$ cat src/rtl/me_pkg.sv
// rtl/me_pkg.sv - shared FSM state encoding and width helpers for the motion-estimation search engine
package me_pkg;

   typedef enum logic [2:0] {
      ST_IDLE,
      ST_LOAD_CUR,
      ST_SCAN,
      ST_DRAIN,
      ST_DONE
   } state_t;

   // Index width that never collapses to zero for single-entry ranges.
   function automatic int clog2w(input int n);
      return (n > 1) ? $clog2(n) : 1;
   endfunction

endpackage

$ cat src/rtl/sad_vec_min.sv
// rtl/sad_vec_min.sv - combinational minimum and lowest-index argmin over one SAD vector
module sad_vec_min
   import me_pkg::*;
#(
   parameter int NUM_CAND = 32,
   parameter int SAD_W    = 16,
   localparam int COL_W   = clog2w(NUM_CAND)
) (
   input  logic [NUM_CAND*SAD_W-1:0] sad_vec,
   output logic [SAD_W-1:0]          min_sad,
   output logic [COL_W-1:0]          min_col
);

   // Strict less-than walking upward keeps the lowest column on ties.
   always_comb begin
      min_sad = sad_vec[SAD_W-1:0];
      min_col = '0;
      for (int c = 1; c < NUM_CAND; c++) begin
         if (sad_vec[c*SAD_W +: SAD_W] < min_sad) begin
            min_sad = sad_vec[c*SAD_W +: SAD_W];
            min_col = COL_W'(c);
         end
      end
   end

endmodule

$ cat src/rtl/layer_search_engine.sv
// rtl/layer_search_engine.sv - full-search block matcher: loads the current block, streams reference rows,
// tracks the best SAD candidate with optional threshold early termination
module layer_search_engine
   import me_pkg::*;
#(
   parameter int NUM_CAND = 32,
   parameter int SAD_W    = 16,
   parameter int SR_V     = 32,
   parameter int BLK_H    = 8,
   parameter int ADDR_W   = 7
) (
   input  logic                          clk,
   input  logic                          rst,
   input  logic                          start,
   input  logic                          thr_en,
   input  logic [SAD_W-1:0]              thr,
   output logic                          in_curr_enable,
   output logic                          rd8R_en,
   output logic [ADDR_W-1:0]             rd_address,
   input  logic                          sad_valid,
   input  logic [NUM_CAND*SAD_W-1:0]     sad_vec,
   output logic                          busy,
   output logic                          done,
   output logic [clog2w(NUM_CAND)-1:0]   best_mvx,
   output logic [clog2w(SR_V)-1:0]       best_mvy,
   output logic [SAD_W-1:0]              best_sad,
   output logic                          early_term
);

   localparam int COL_W = clog2w(NUM_CAND);
   localparam int ROW_W = clog2w(SR_V);
   localparam int LD_W  = clog2w(BLK_H);
   localparam logic [LD_W-1:0]   LD_LAST   = LD_W'(BLK_H - 1);
   localparam logic [ADDR_W-1:0] ADDR_LAST = ADDR_W'(SR_V + BLK_H - 2);
   localparam logic [ADDR_W-1:0] ROW_LAG   = ADDR_W'(BLK_H - 1);

   state_t              state_q, state_d;
   logic [LD_W-1:0]     ld_q, ld_d;
   logic [ADDR_W-1:0]   addr_q, addr_d;
   logic [ADDR_W-1:0]   rcv_q, rcv_d;
   logic                thr_en_q, thr_en_d;
   logic [SAD_W-1:0]    thr_q, thr_d;
   logic                min_vld_q, min_vld_d;
   logic [SAD_W-1:0]    min_sad_q, min_sad_d;
   logic [COL_W-1:0]    min_col_q, min_col_d;
   logic [ROW_W-1:0]    min_row_q, min_row_d;
   logic [SAD_W-1:0]    best_sad_q, best_sad_d;
   logic [COL_W-1:0]    best_mvx_q, best_mvx_d;
   logic [ROW_W-1:0]    best_mvy_q, best_mvy_d;
   logic                early_q, early_d;

   logic [SAD_W-1:0]    vec_min_sad;
   logic [COL_W-1:0]    vec_min_col;
   logic [ADDR_W-1:0]   exp_cnt;
   logic                accept;
   logic                improve;
   logic                hit;

   sad_vec_min #(
      .NUM_CAND (NUM_CAND),
      .SAD_W    (SAD_W)
   ) u_sad_vec_min (
      .sad_vec  (sad_vec),
      .min_sad  (vec_min_sad),
      .min_col  (vec_min_col)
   );

   always_comb begin
      state_d    = state_q;
      ld_d       = ld_q;
      addr_d     = addr_q;
      rcv_d      = rcv_q;
      thr_en_d   = thr_en_q;
      thr_d      = thr_q;
      min_sad_d  = min_sad_q;
      min_col_d  = min_col_q;
      min_row_d  = min_row_q;
      best_sad_d = best_sad_q;
      best_mvx_d = best_mvx_q;
      best_mvy_d = best_mvy_q;
      early_d    = early_q;

      // Candidate rows whose BLK_H reference rows have all been read (addr_q counts issued reads).
      exp_cnt = (addr_q > ROW_LAG) ? (addr_q - ROW_LAG) : '0;
      accept  = sad_valid && ((state_q == ST_SCAN) || (state_q == ST_DRAIN)) && (rcv_q < exp_cnt);
      improve = min_vld_q && !early_q && (min_sad_q < best_sad_q);
      hit     = improve && thr_en_q && (min_sad_q < thr_q);

      min_vld_d = accept;
      if (accept) begin
         min_sad_d = vec_min_sad;
         min_col_d = vec_min_col;
         min_row_d = rcv_q[ROW_W-1:0];
         rcv_d     = rcv_q + ADDR_W'(1);
      end

      if (improve) begin
         best_sad_d = min_sad_q;
         best_mvx_d = min_col_q;
         best_mvy_d = min_row_q;
      end
      if (hit) begin
         early_d = 1'b1;
      end

      case (state_q)
         ST_IDLE: begin
            if (start) begin
               state_d    = ST_LOAD_CUR;
               ld_d       = '0;
               addr_d     = '0;
               rcv_d      = '0;
               thr_en_d   = thr_en;
               thr_d      = thr;
               min_vld_d  = 1'b0;
               best_sad_d = '1;
               best_mvx_d = '0;
               best_mvy_d = '0;
               early_d    = 1'b0;
            end
         end
         ST_LOAD_CUR: begin
            ld_d = ld_q + LD_W'(1);
            if (ld_q == LD_LAST) begin
               state_d = ST_SCAN;
            end
         end
         ST_SCAN: begin
            addr_d = addr_q + ADDR_W'(1);
            if (hit || (addr_q == ADDR_LAST)) begin
               state_d = ST_DRAIN;
            end
         end
         ST_DRAIN: begin
            if (rcv_q == exp_cnt) begin
               state_d = ST_DONE;
            end
         end
         ST_DONE: begin
            state_d = ST_IDLE;
         end
         default: begin
            state_d = ST_IDLE;
         end
      endcase
   end

   always_ff @(posedge clk) begin
      if (rst) begin
         state_q    <= ST_IDLE;
         ld_q       <= '0;
         addr_q     <= '0;
         rcv_q      <= '0;
         thr_en_q   <= 1'b0;
         thr_q      <= '0;
         min_vld_q  <= 1'b0;
         min_sad_q  <= '0;
         min_col_q  <= '0;
         min_row_q  <= '0;
         best_sad_q <= '1;
         best_mvx_q <= '0;
         best_mvy_q <= '0;
         early_q    <= 1'b0;
      end else begin
         state_q    <= state_d;
         ld_q       <= ld_d;
         addr_q     <= addr_d;
         rcv_q      <= rcv_d;
         thr_en_q   <= thr_en_d;
         thr_q      <= thr_d;
         min_vld_q  <= min_vld_d;
         min_sad_q  <= min_sad_d;
         min_col_q  <= min_col_d;
         min_row_q  <= min_row_d;
         best_sad_q <= best_sad_d;
         best_mvx_q <= best_mvx_d;
         best_mvy_q <= best_mvy_d;
         early_q    <= early_d;
      end
   end

   assign in_curr_enable = (state_q == ST_LOAD_CUR);
   assign rd8R_en        = (state_q == ST_SCAN);
   assign rd_address     = (state_q == ST_SCAN) ? addr_q : '0;
   assign busy           = (state_q == ST_LOAD_CUR) || (state_q == ST_SCAN) || (state_q == ST_DRAIN);
   assign done           = (state_q == ST_DONE);
   assign best_mvx       = best_mvx_q;
   assign best_mvy       = best_mvy_q;
   assign best_sad       = best_sad_q;
   assign early_term     = early_q;

endmodule

$ cat config.mk
export PLATFORM = sky130hd
export DESIGN_NAME = layer_search_engine
export DESIGN_NICKNAME = d
export VERILOG_FILES = /design/src/rtl/me_pkg.sv /design/src/rtl/sad_vec_min.sv /design/src/rtl/layer_search_engine.sv
export SDC_FILE = /design/constraint.sdc
export NUM_CORES = 1
export LEC_CHECK = 0
export ABC_AREA = 1
export CAP_MARGIN = 25
export CELL_PAD_IN_SITES_DETAIL_PLACEMENT = 1
export CELL_PAD_IN_SITES_GLOBAL_PLACEMENT = 1
export CORE_ASPECT_RATIO = 0.7
export CORE_MARGIN = 2
export CORE_UTILIZATION = 32
export DETAILED_ROUTE_END_ITERATION = 10
export HOLD_SLACK_MARGIN = 0.08
export PLACE_DENSITY = 0.78
export SETUP_SLACK_MARGIN = 0.2
export SLEW_MARGIN = 40
export SYNTH_ARGS = -nofsm -noshare
export SYNTH_HDL_FRONTEND = slang
export SYNTH_SLANG_ARGS = --single-unit
$ cat constraint.sdc
create_clock -name clk -period 62.1 [get_ports clk]
set_input_delay 9.315 -clock clk [delete_from_list [all_inputs] [get_ports clk]]
set_output_delay 9.315 -clock clk [all_outputs]
set_load 0.005 [all_outputs]
Word-level counts from Yosys, hierarchy flattened:

Cells that the tools add are included.

* flip-flop bits (word level): 91
* input bits: 533
* output and inout port bits: 38
* word-level logic and storage cells: 172

* add/sub/neg operators: 4
* magnitude comparators: 35
* eq/ne operators: 11
* mux-type cells: 90
* reductions and logical operators: 18

Operators by type and width (number)
* 2-to-1 mux 16 bit: 34
* < comparator 16 bit: 33
* 2-to-1 mux 5 bit: 22
* 2-to-1 mux 7 bit: 6
* 2-to-1 mux 4 bit: 8
* 2-to-1 mux 3 bit: 9
* adder 7 x 1 -> 7 bit, second input constant: 2
* case mux 7 bit (2 select lines): 1
* case mux 3 bit (4 select lines): 1
* equality test 7 x 6 -> 1 bit, second input constant: 1
* equality test 7 bit: 1
* > comparator 7 x 3 -> 1 bit, second input constant: 1
* < comparator 7 bit: 1
* subtractor 7 x 3 -> 7 bit, second input constant: 1
* equality test 3 x 2 -> 1 bit, second input constant: 2
* equality test 3 bit, second input constant: 2
* logical AND 1 bit: 6
* 2-to-1 mux 1 bit: 6
* inequality test 2 x 1 -> 1 bit, second input constant: 3
* case mux 3 bit (2 select lines): 1
* AND reduction 2 bit: 3
* logical OR 1 bit: 4
* 2-to-1 mux 2 bit: 2
* AND reduction 4 bit: 1
* other kinds (6): 7

Depth between registers and ports, before layout:

Gate-level depths: netlist of the first run.

* depth after elaboration: 62
* mapped depth: 399

Cells and area by module:

Synthesis of the first run repeated with hierarchy kept, for this count alone.

* cell total of the unflattened synthesis: 3558
* area, all modules: 21798.4 um2

By module, submodules not included
* sad_vec_min: instances 1, cells each 2956, area each 17366.7 um2
* layer_search_engine: instances 1, cells each 602, area each 4431.8 um2

Least setup slack after synthesis of the first run:

Ideal clock, no wire load.

* path kind: input-to-reg
* start point: input sad_vec[9]
* end point: register min_sad_q[10]
* library setup time: 0.114 ns
* arrival: 61.431 ns
* required time: 61.986 ns
* slack: 0.554 ns
* cell stages on the path: 306
* path through: inv_1 > ha_1 > nand2_1 > inv_1 > o21ai_1 > a21oi_2 > nor2_4 > nand2_4 > buf_6 > buf_2 > nand2_1 > o21ai_0 > ha_1 > a21oi_1 > nor2_1 > a211oi_1 > o221a_2 > nand2_2 > (+270 left out) > ha_1 > a21oi_1 > nand3b_1 > a21oi_1 > a2111oi_0 > nand2_2 > dlygate4sd1_1 > o21ai_0 > ha_1 > nand2_1 > inv_1 > nand3_1 > a31oi_1 > a2111oi_2 > clkbuf_8 > nand3_1 > nand3_2 > a21oi_2

* cells in the longest elaborated chain, start to end: 62

RTL lines
* start: declaration: line layer_search_engine.sv:21 `input logic [NUM_CAND*SAD_W-1:0] sad_vec,`
* < comparator 16 bit: line sad_vec_min.sv:19 `if (sad_vec[c*SAD_W +: SAD_W] < min_sad) begin`
* 2-to-1 mux 16 bit *: line sad_vec_min.sv:19
* < comparator 16 bit: line sad_vec_min.sv:19
* 2-to-1 mux 16 bit *: line sad_vec_min.sv:19
* < comparator 16 bit: line sad_vec_min.sv:19
* 2-to-1 mux 16 bit *: line sad_vec_min.sv:19
* < comparator 16 bit: line sad_vec_min.sv:19
* 2-to-1 mux 16 bit *: line sad_vec_min.sv:19
* (+46 left out)
* < comparator 16 bit: line sad_vec_min.sv:19
* 2-to-1 mux 16 bit *: line sad_vec_min.sv:19
* < comparator 16 bit: line sad_vec_min.sv:19
* 2-to-1 mux 16 bit *: line sad_vec_min.sv:19
* < comparator 16 bit: line sad_vec_min.sv:19
* 2-to-1 mux 16 bit *: line sad_vec_min.sv:19
* < comparator 16 bit: line sad_vec_min.sv:19
* 2-to-1 mux 16 bit *: line sad_vec_min.sv:19
* end signal: assignment: line layer_search_engine.sv:172 `min_sad_q <= min_sad_d;`
* end: declaration: line layer_search_engine.sv:44 `logic [SAD_W-1:0] min_sad_q, min_sad_d;`

Every way passes the cells marked *; elsewhere a longest branch is shown, timed or not.
A chain may end at the register's enable or synchronous reset.

Worst setup path in the final report of the first run:

* start point: input sad_vec[9]
* end point: register min_sad_q[13]

The elaborated chain is that of the path after synthesis.

==> results.md, run 1 <==
- Worst setup startpoint: sad_vec[9]
- Ys Warns: 0
- Post-route ant nets: 0
- Cts bufs inserted: 9
- Finish-stage setup viols: 0
- Sequential element share of the synthesized area: 8.38%
- Vias: roughly 26000
- Req. time, crit path: approximately 62 ns
- Starting density of the core: 32.5%
- Worst-Skew Late Latency: 0.35 ns
- Final #Nets: 4980
- Core Region: 66800 um2
- RSZ-0062 raised after global routing: false
- IO Port Bufs: 570
- Final Cycle Share: 93.4%
- Reg2reg path depth: 21
- Crit path DAT: approximately 58 ns
- Area grow syn2layout: 31.2%
- Die Y: 222 um
- Vias in the first global route: 26243
- Setup skew after layout: 0.00801 ns
- Largest net degree at the start of global routing: 40
- Layout cell share with drive strength beyond 1: 6.85%
- Worst R2R Start: addr_q[0]
- Crit path capture: min_sad_q[13]
- Total grt overflow: 0
- Worst R2R End: rcv_q[5]
- Fmax achieved: 0.0172 GHz
- First-pass GRT wire length: 152000 um
- Global Route Usage Sum: 27.7%
- Setup TNS: 0 ns
- Final Core Density: 42.7%
- # placed instances: 4870
- DIE AREA: 70100 um2
- Seq cells post-synth: 91
- Boundary pin count: ~570
- Critical Path Slowest Stage Cell: o21ai_0
- Mean Syn Cell Area: 6.20 um2
- Commonest cells after routing, fill and taps aside: nand2_1 (1052), clkdlybuf4s50_1 (570), ha_1 (450)
- DRT Wirelength: 101000 um
- Synth area leader: ha_1
- Reg clk slew, reported paths: 0.07 ns
- Synth async-reset ratio: 0%
- Final cell count without fillers: 4918
- Slew Viols, Final: 0
- Setup CP Type: primary input to flop
- Drt pass-1 iters: 5
- Run status: completed
- Detail Placement HPWL: about 89000 um
- FP Rows: 79
- CTS tree: yes
- CP Max Fanout: 34
- Htree depth: 3
- DR iter-0 viols: 1658
- Clk buf depth: 2
- Commonest non-fill, non-tap cell in the layout: nand2_1
- Mapped Cells: 3510
- Post-Syn Area: 21700 um2
- Synth Flop Type: dfxtp_1
- Number of flops mapped to enable cells by yosys: 0
- Worst setup EP type: flop
- Die W: between 300 and 400 um
- Fin crit period: around 58 ns
- CP peak stage delay: 0.51 ns
- DRC viols: 0
- CTS Sinks: 91
- Routed vias/inst: 5.31
- Gp weighted congestion: 1.02
- Root Buffer: clkbuf_16
- DR WL/cell: 20.5 um
- Synth cell types: 56
- Critical Path Most Common Cell: ha_1
- Area contributors post-synth: ha_1 (26%), nand2_1 (18%), o21ai_0 (10%), dfxtp_1 (8.4%), nand3_1 (5.2%)
- Synth top area share: 25.9%
- Final hold viol count: 0
- Post-Syn Nets: 4493
- Startpoint Class: primary input
- Reg2reg setup slack: around 58 ns
- Worst Hold Class: flop to flop
- Maximum Capacitance Violations: 0
- Worst Tran Pin Value: 0.743 ns
- Initial antenna violation count: 49
- Max-slew headroom: around 50%
Yosys cell counts (all sizes together) (38+ instances only):
library cell and number:
a21oi 210, nand2 1175, nand4 38, clkbuf 65, o21ai 451, a211oi 45
nand3 242, ha 450, buf 46, nor2 213, dfxtp 91, inv 292
metrics by stage:
step | hold WS, ns | cell area [um2] | setup WS (ns)
after CTS | 0.468 | 28300 | 0.331
after floorplan | 0.424 | 21700 | 0.554
after global placement | 0.451 | 27800 | -3.85
final | 0.463 | 28500 | 4.13
after global routing | 0.487 | 28500 | 0.109
after detailed placement | 0.456 | 27800 | -5.30
kinds of logic (layout without fill, tap and decap cells):
logic type	Yosys count	count (layout)	synth area share, %
compound gates	812	812	21.1
xor+xnor	1	1	0.0403
fa+ha+maj	450	450	25.9
buf+inv	411	900	9.13
flops	91	91	8.38
other cells	0	25	0
simple gates	1745	1748	35.4
cell type report:
type                       count  area [um2]
clock inverter                 7        98.8
fill                        8826       38300
tap                          891        1110
antenna                       25        62.6
inverter                     295        1110
timing repair buffer         589        5850
sequential                    91        1820
multi-input combinational   3011       18200
clock buffer                   9         225
worst max-delay path, delay by kind of cell:
family                   cells  cell delay, ns
AO/OA/AOI/OAI              103           25.55
adder cells (fa/ha/maj)     31            9.43
buffers and inverters       19            3.78
AND/OR/NAND/NOR             75            9.92
flip-flops by register name, summed over array words and instances, names as in the netlist:
register and cells:
addr_q 7, best_mvx 5, best_mvy 5, best_sad 16, early_term 1, ld_q 3, min_col_q 5, min_row_q 5
min_sad_q 16, min_vld_q 1, rcv_q 7, state_q 3, thr_en_q 1, thr_q 16
how the worst min path moves through the flow:
stage | from | end | slack (ns) | cells past startpoint
finish | thr_q[1] | thr_q[1] | 0.46 | 2
global route | min_row_q[0] | min_row_q[0] | 0.49 | 2
CTS | thr_q[1] | thr_q[1] | 0.47 | 2
detailed placement | thr_q[0] | thr_q[0] | 0.46 | 2
global placement | thr_q[1] | thr_q[1] | 0.45 | 2
floorplan | thr_en_q | thr_en_q | 0.42 | 2
per-layer routing:
metal / wire [um] / GRT usage, %
met3: 7410 / 6.14
met1: 47100 / 38.0
met5: 251 / 0
met2: 44500 / 44.6
met4: 1460 / 4.79
timing repair:
| item | 4_1_cts | 5_1_grt |
|---|---|---|
| setup buffers | 0 | 4 |
| hold buffers | 0 | 0 |
| endpoints found under the setup margin | 21 | 21 |
| pin swaps | 2 | 6 |
| resized for setup | 74 | 117 |
| gates cloned | 1 | 2 |
Power of run 1 is left out: the tool's default activity adds up to more than one toggle a clock period on the data nets, which glitch-free logic cannot reach.
==> inputs of run 2 (changes only) <==
--- a/config.mk
+++ b/config.mk
@@ -6,7 +6,6 @@
 export NUM_CORES = 1
 export LEC_CHECK = 0
 export ABC_AREA = 1
-export CAP_MARGIN = 25
 export CELL_PAD_IN_SITES_DETAIL_PLACEMENT = 1
 export CELL_PAD_IN_SITES_GLOBAL_PLACEMENT = 1
 export CORE_ASPECT_RATIO = 0.7
==> results of run 2 <==
Same layout as run 1: the final DEF is identical, and so are final timing and power.
Power of run 2 is left out for the same reason.
==> inputs of run 3 (changes only) <==
--- a/config.mk
+++ b/config.mk
@@ -10,10 +10,10 @@
 export CELL_PAD_IN_SITES_GLOBAL_PLACEMENT = 1
 export CORE_ASPECT_RATIO = 0.7
 export CORE_MARGIN = 2
-export CORE_UTILIZATION = 32
+export CORE_UTILIZATION = 35
 export DETAILED_ROUTE_END_ITERATION = 10
 export HOLD_SLACK_MARGIN = 0.08
-export PLACE_DENSITY = 0.78
+export PLACE_DENSITY = 0.81
 export SETUP_SLACK_MARGIN = 0.2
 export SLEW_MARGIN = 40
 export SYNTH_ARGS = -nofsm -noshare
==> constraint.sdc (replaced) <==
create_clock -name clk -period 62.6 [get_ports clk]
set_input_delay 9.39 -clock clk [delete_from_list [all_inputs] [get_ports clk]]
set_output_delay 9.39 -clock clk [all_outputs]
set_load 0.005 [all_outputs]
==> results.md, run 3 (synthesis results as in run 1) <==
- First-pass GRT wire length: 147000 um (-3.2%)
- DR WL/cell: 20.1 um (-1.8%)
- Crit path DAT: 58.40 ns (+0.15 ns)
- Gp weighted congestion: 1.03 (+0.70%)
- Final hold viol count: 0 (unchanged)
- Die W: 302 um (-4.3%)
- DRT Wirelength: 97600 um (-3.1%)
- IO Port Bufs: 570 (unchanged)
- Layout cell share with drive strength beyond 1: 6.65% (-0.20 points)
- Clk buf depth: 2 (unchanged)
- DR iter-0 viols: 1486 (-10%)
- FP Rows: 76 (-3.8%)
- RSZ-0062 raised after global routing: false
- DRC viols: 0 (unchanged)
- Boundary pin count: 571 (unchanged)
- CTS tree: yes
- Run status: completed
- Hold Crit Start: thr_en_q
- Total grt overflow: 0 (unchanged)
- Starting density of the core: 35.4% (+2.9 points)
- Drt pass-1 iters: 5 (unchanged)
- Detail Placement HPWL: 86500 um (-2.9%)
- Fin crit period: approximately 58 ns
- DP Area: 27700 um2 (-0.27%)
- Htree depth: 3 (unchanged)
- Max-slew headroom: 46.3% (-3.7 points)
- Area grow syn2layout: 30.3%
- Reg clk slew, reported paths: 0.06 ns (about the same)
- Final #Nets: 4981 (+0.020%)
- Worst R2R Start: addr_q[0]
- Final Cycle Share: between 90 and 100%
- Fmax achieved: 0.0172 GHz
- Worst setup EP type: flop
- Worst Hold Class: flop to flop
- Slew Viols, Final: 0 (unchanged)
- Worst-Skew Late Latency: 0.35 ns (about the same)
- Final instance area: 28300 um2 (-0.67%)
- Worst setup startpoint: sad_vec[9]
- Critical Path Slowest Stage Cell: o21ai_0
- DIE AREA: 64200 um2 (-8.4%)
- Post-route ant nets: 0 (unchanged)
- Largest net degree at the start of global routing: 40 (unchanged)
- Global Route Usage Sum: 29.5% (+1.8 points)
- Initial antenna violation count: 51 (+4.1%)
- Finish-stage setup viols: 0 (unchanged)
- Setup skew after layout: 0.00681 ns (-0.00120 ns)
- Startpoint Class: primary input
- Critical Path Most Common Cell: nand2_4
- Hold_buf cts: 0 (unchanged)
- Worst Tran Pin Value: 0.797 ns (+0.0542 ns)
- Commonest cells after routing, fill and taps aside: nand2_1 (1052), clkdlybuf4s50_1 (570), ha_1 (450)
- CP Max Fanout: 34 (unchanged)
- Req. time, crit path: 62.88 ns (+0.50 ns)
- Die Y: 213 um (-4.3%)
- Vias: 25819 (-1.1%)
- Root Buffer: clkbuf_16
- Core Region: 61400 um2 (-8.1%)
- CTS Sinks: 91 (unchanged)
- Routed vias/inst: 5.32 (+0.27%)
- Cts bufs inserted: 9 (unchanged)
- Commonest non-fill, non-tap cell in the layout: nand2_1
- CP peak stage delay: 0.59 ns (+0.08 ns)
- Vias in the first global route: 25682 (-2.1%)
- Setup CP Type: primary input to flop
- Maximum Capacitance Violations: 0 (unchanged)
## run 3: cell types whose count changed in the layout (fill, tap and decap cells not counted), sizes merged
| cell | previous run | this run |
|---|---|---|
| bufinv | 2 | 0 |
| nand2 | 1178 | 1176 |
| diode | 25 | 31 |
| clkbuf | 9 | 13 |
| buf | 19 | 22 |
| inv | 294 | 292 |
| clkinv | 5 | 4 |
## run 3: routing by layer
| layer | track usage, % | part of all wire (%) | vias up | routed length (um) |
|---|---|---|---|---|
| met5 | 0.0768 | 0.27 | - | 268 |
| met4 | 4.85 | 1.1 | 40 | 1080 |
| met3 | 7.53 | 7.7 | 91 | 7470 |
| met2 | 48.4 | 45 | 610 | 43600 |
| met1 | 39.3 | 46 | 12028 | 45100 |
| li1 | - | - | 13050 | - |
## run 3: worst paths after layout
path                                       to  cells after the start  slack [ns]
worst max-delay path            min_sad_q[12]                    241        4.48
worst min-delay path                 thr_en_q                      2        0.46
worst max register to register       rcv_q[5]                     21       58.62
worst min register to register       thr_en_q                      2        0.46
## run 3: per-stage QoR
stage / TNS, ns / worst slack, ns / std cells / hold slack [ns] / util (%)
2_1_floorplan: 0 / 0.979 / 3510 / 0.424 / -
3_3_place_gp: -50.95 / -2.45 / 4800 / 0.443 / 45.1
4_1_cts: 0 / 0.209 / 4816 / 0.457 / 45.7
3_5_place_dp: -92.19 / -4.44 / 4800 / 0.447 / 45.1
6_report: 0 / 4.48 / 4852 / 0.459 / 46.1
5_1_grt: 0 / 0.0939 / 4841 / 0.493 / 46.1
## run 3: timing repair
action                                  4_1_cts  5_1_grt
setup buffers                                 0        5
endpoints found under the setup margin       21       21
gates resized for setup                      69       93
pin swaps                                     2        2
cloned                                        1        0
hold endpoints to repair                      0        0
## run 3: worst max-delay path: cells and delay by family
kind                       cells  cell delay, ns
AOI/OAI and AO/OA            107           24.85
adders and majority gates     31            9.47
buffers and inverters         19            3.49
and+or+nand+nor               84           10.95
## run 3: cell type report
cell class	instances	area [um2]
inverter	295	1110
fill	8271	33100
sequential	91	1820
timing repair buffer	592	5870
clock buffer	13	250
tap	819	1020
clock inverter	2	12.5
antenna	31	77.6
multi-input combinational	3009	18200
Power of run 3 is left out for the same reason.
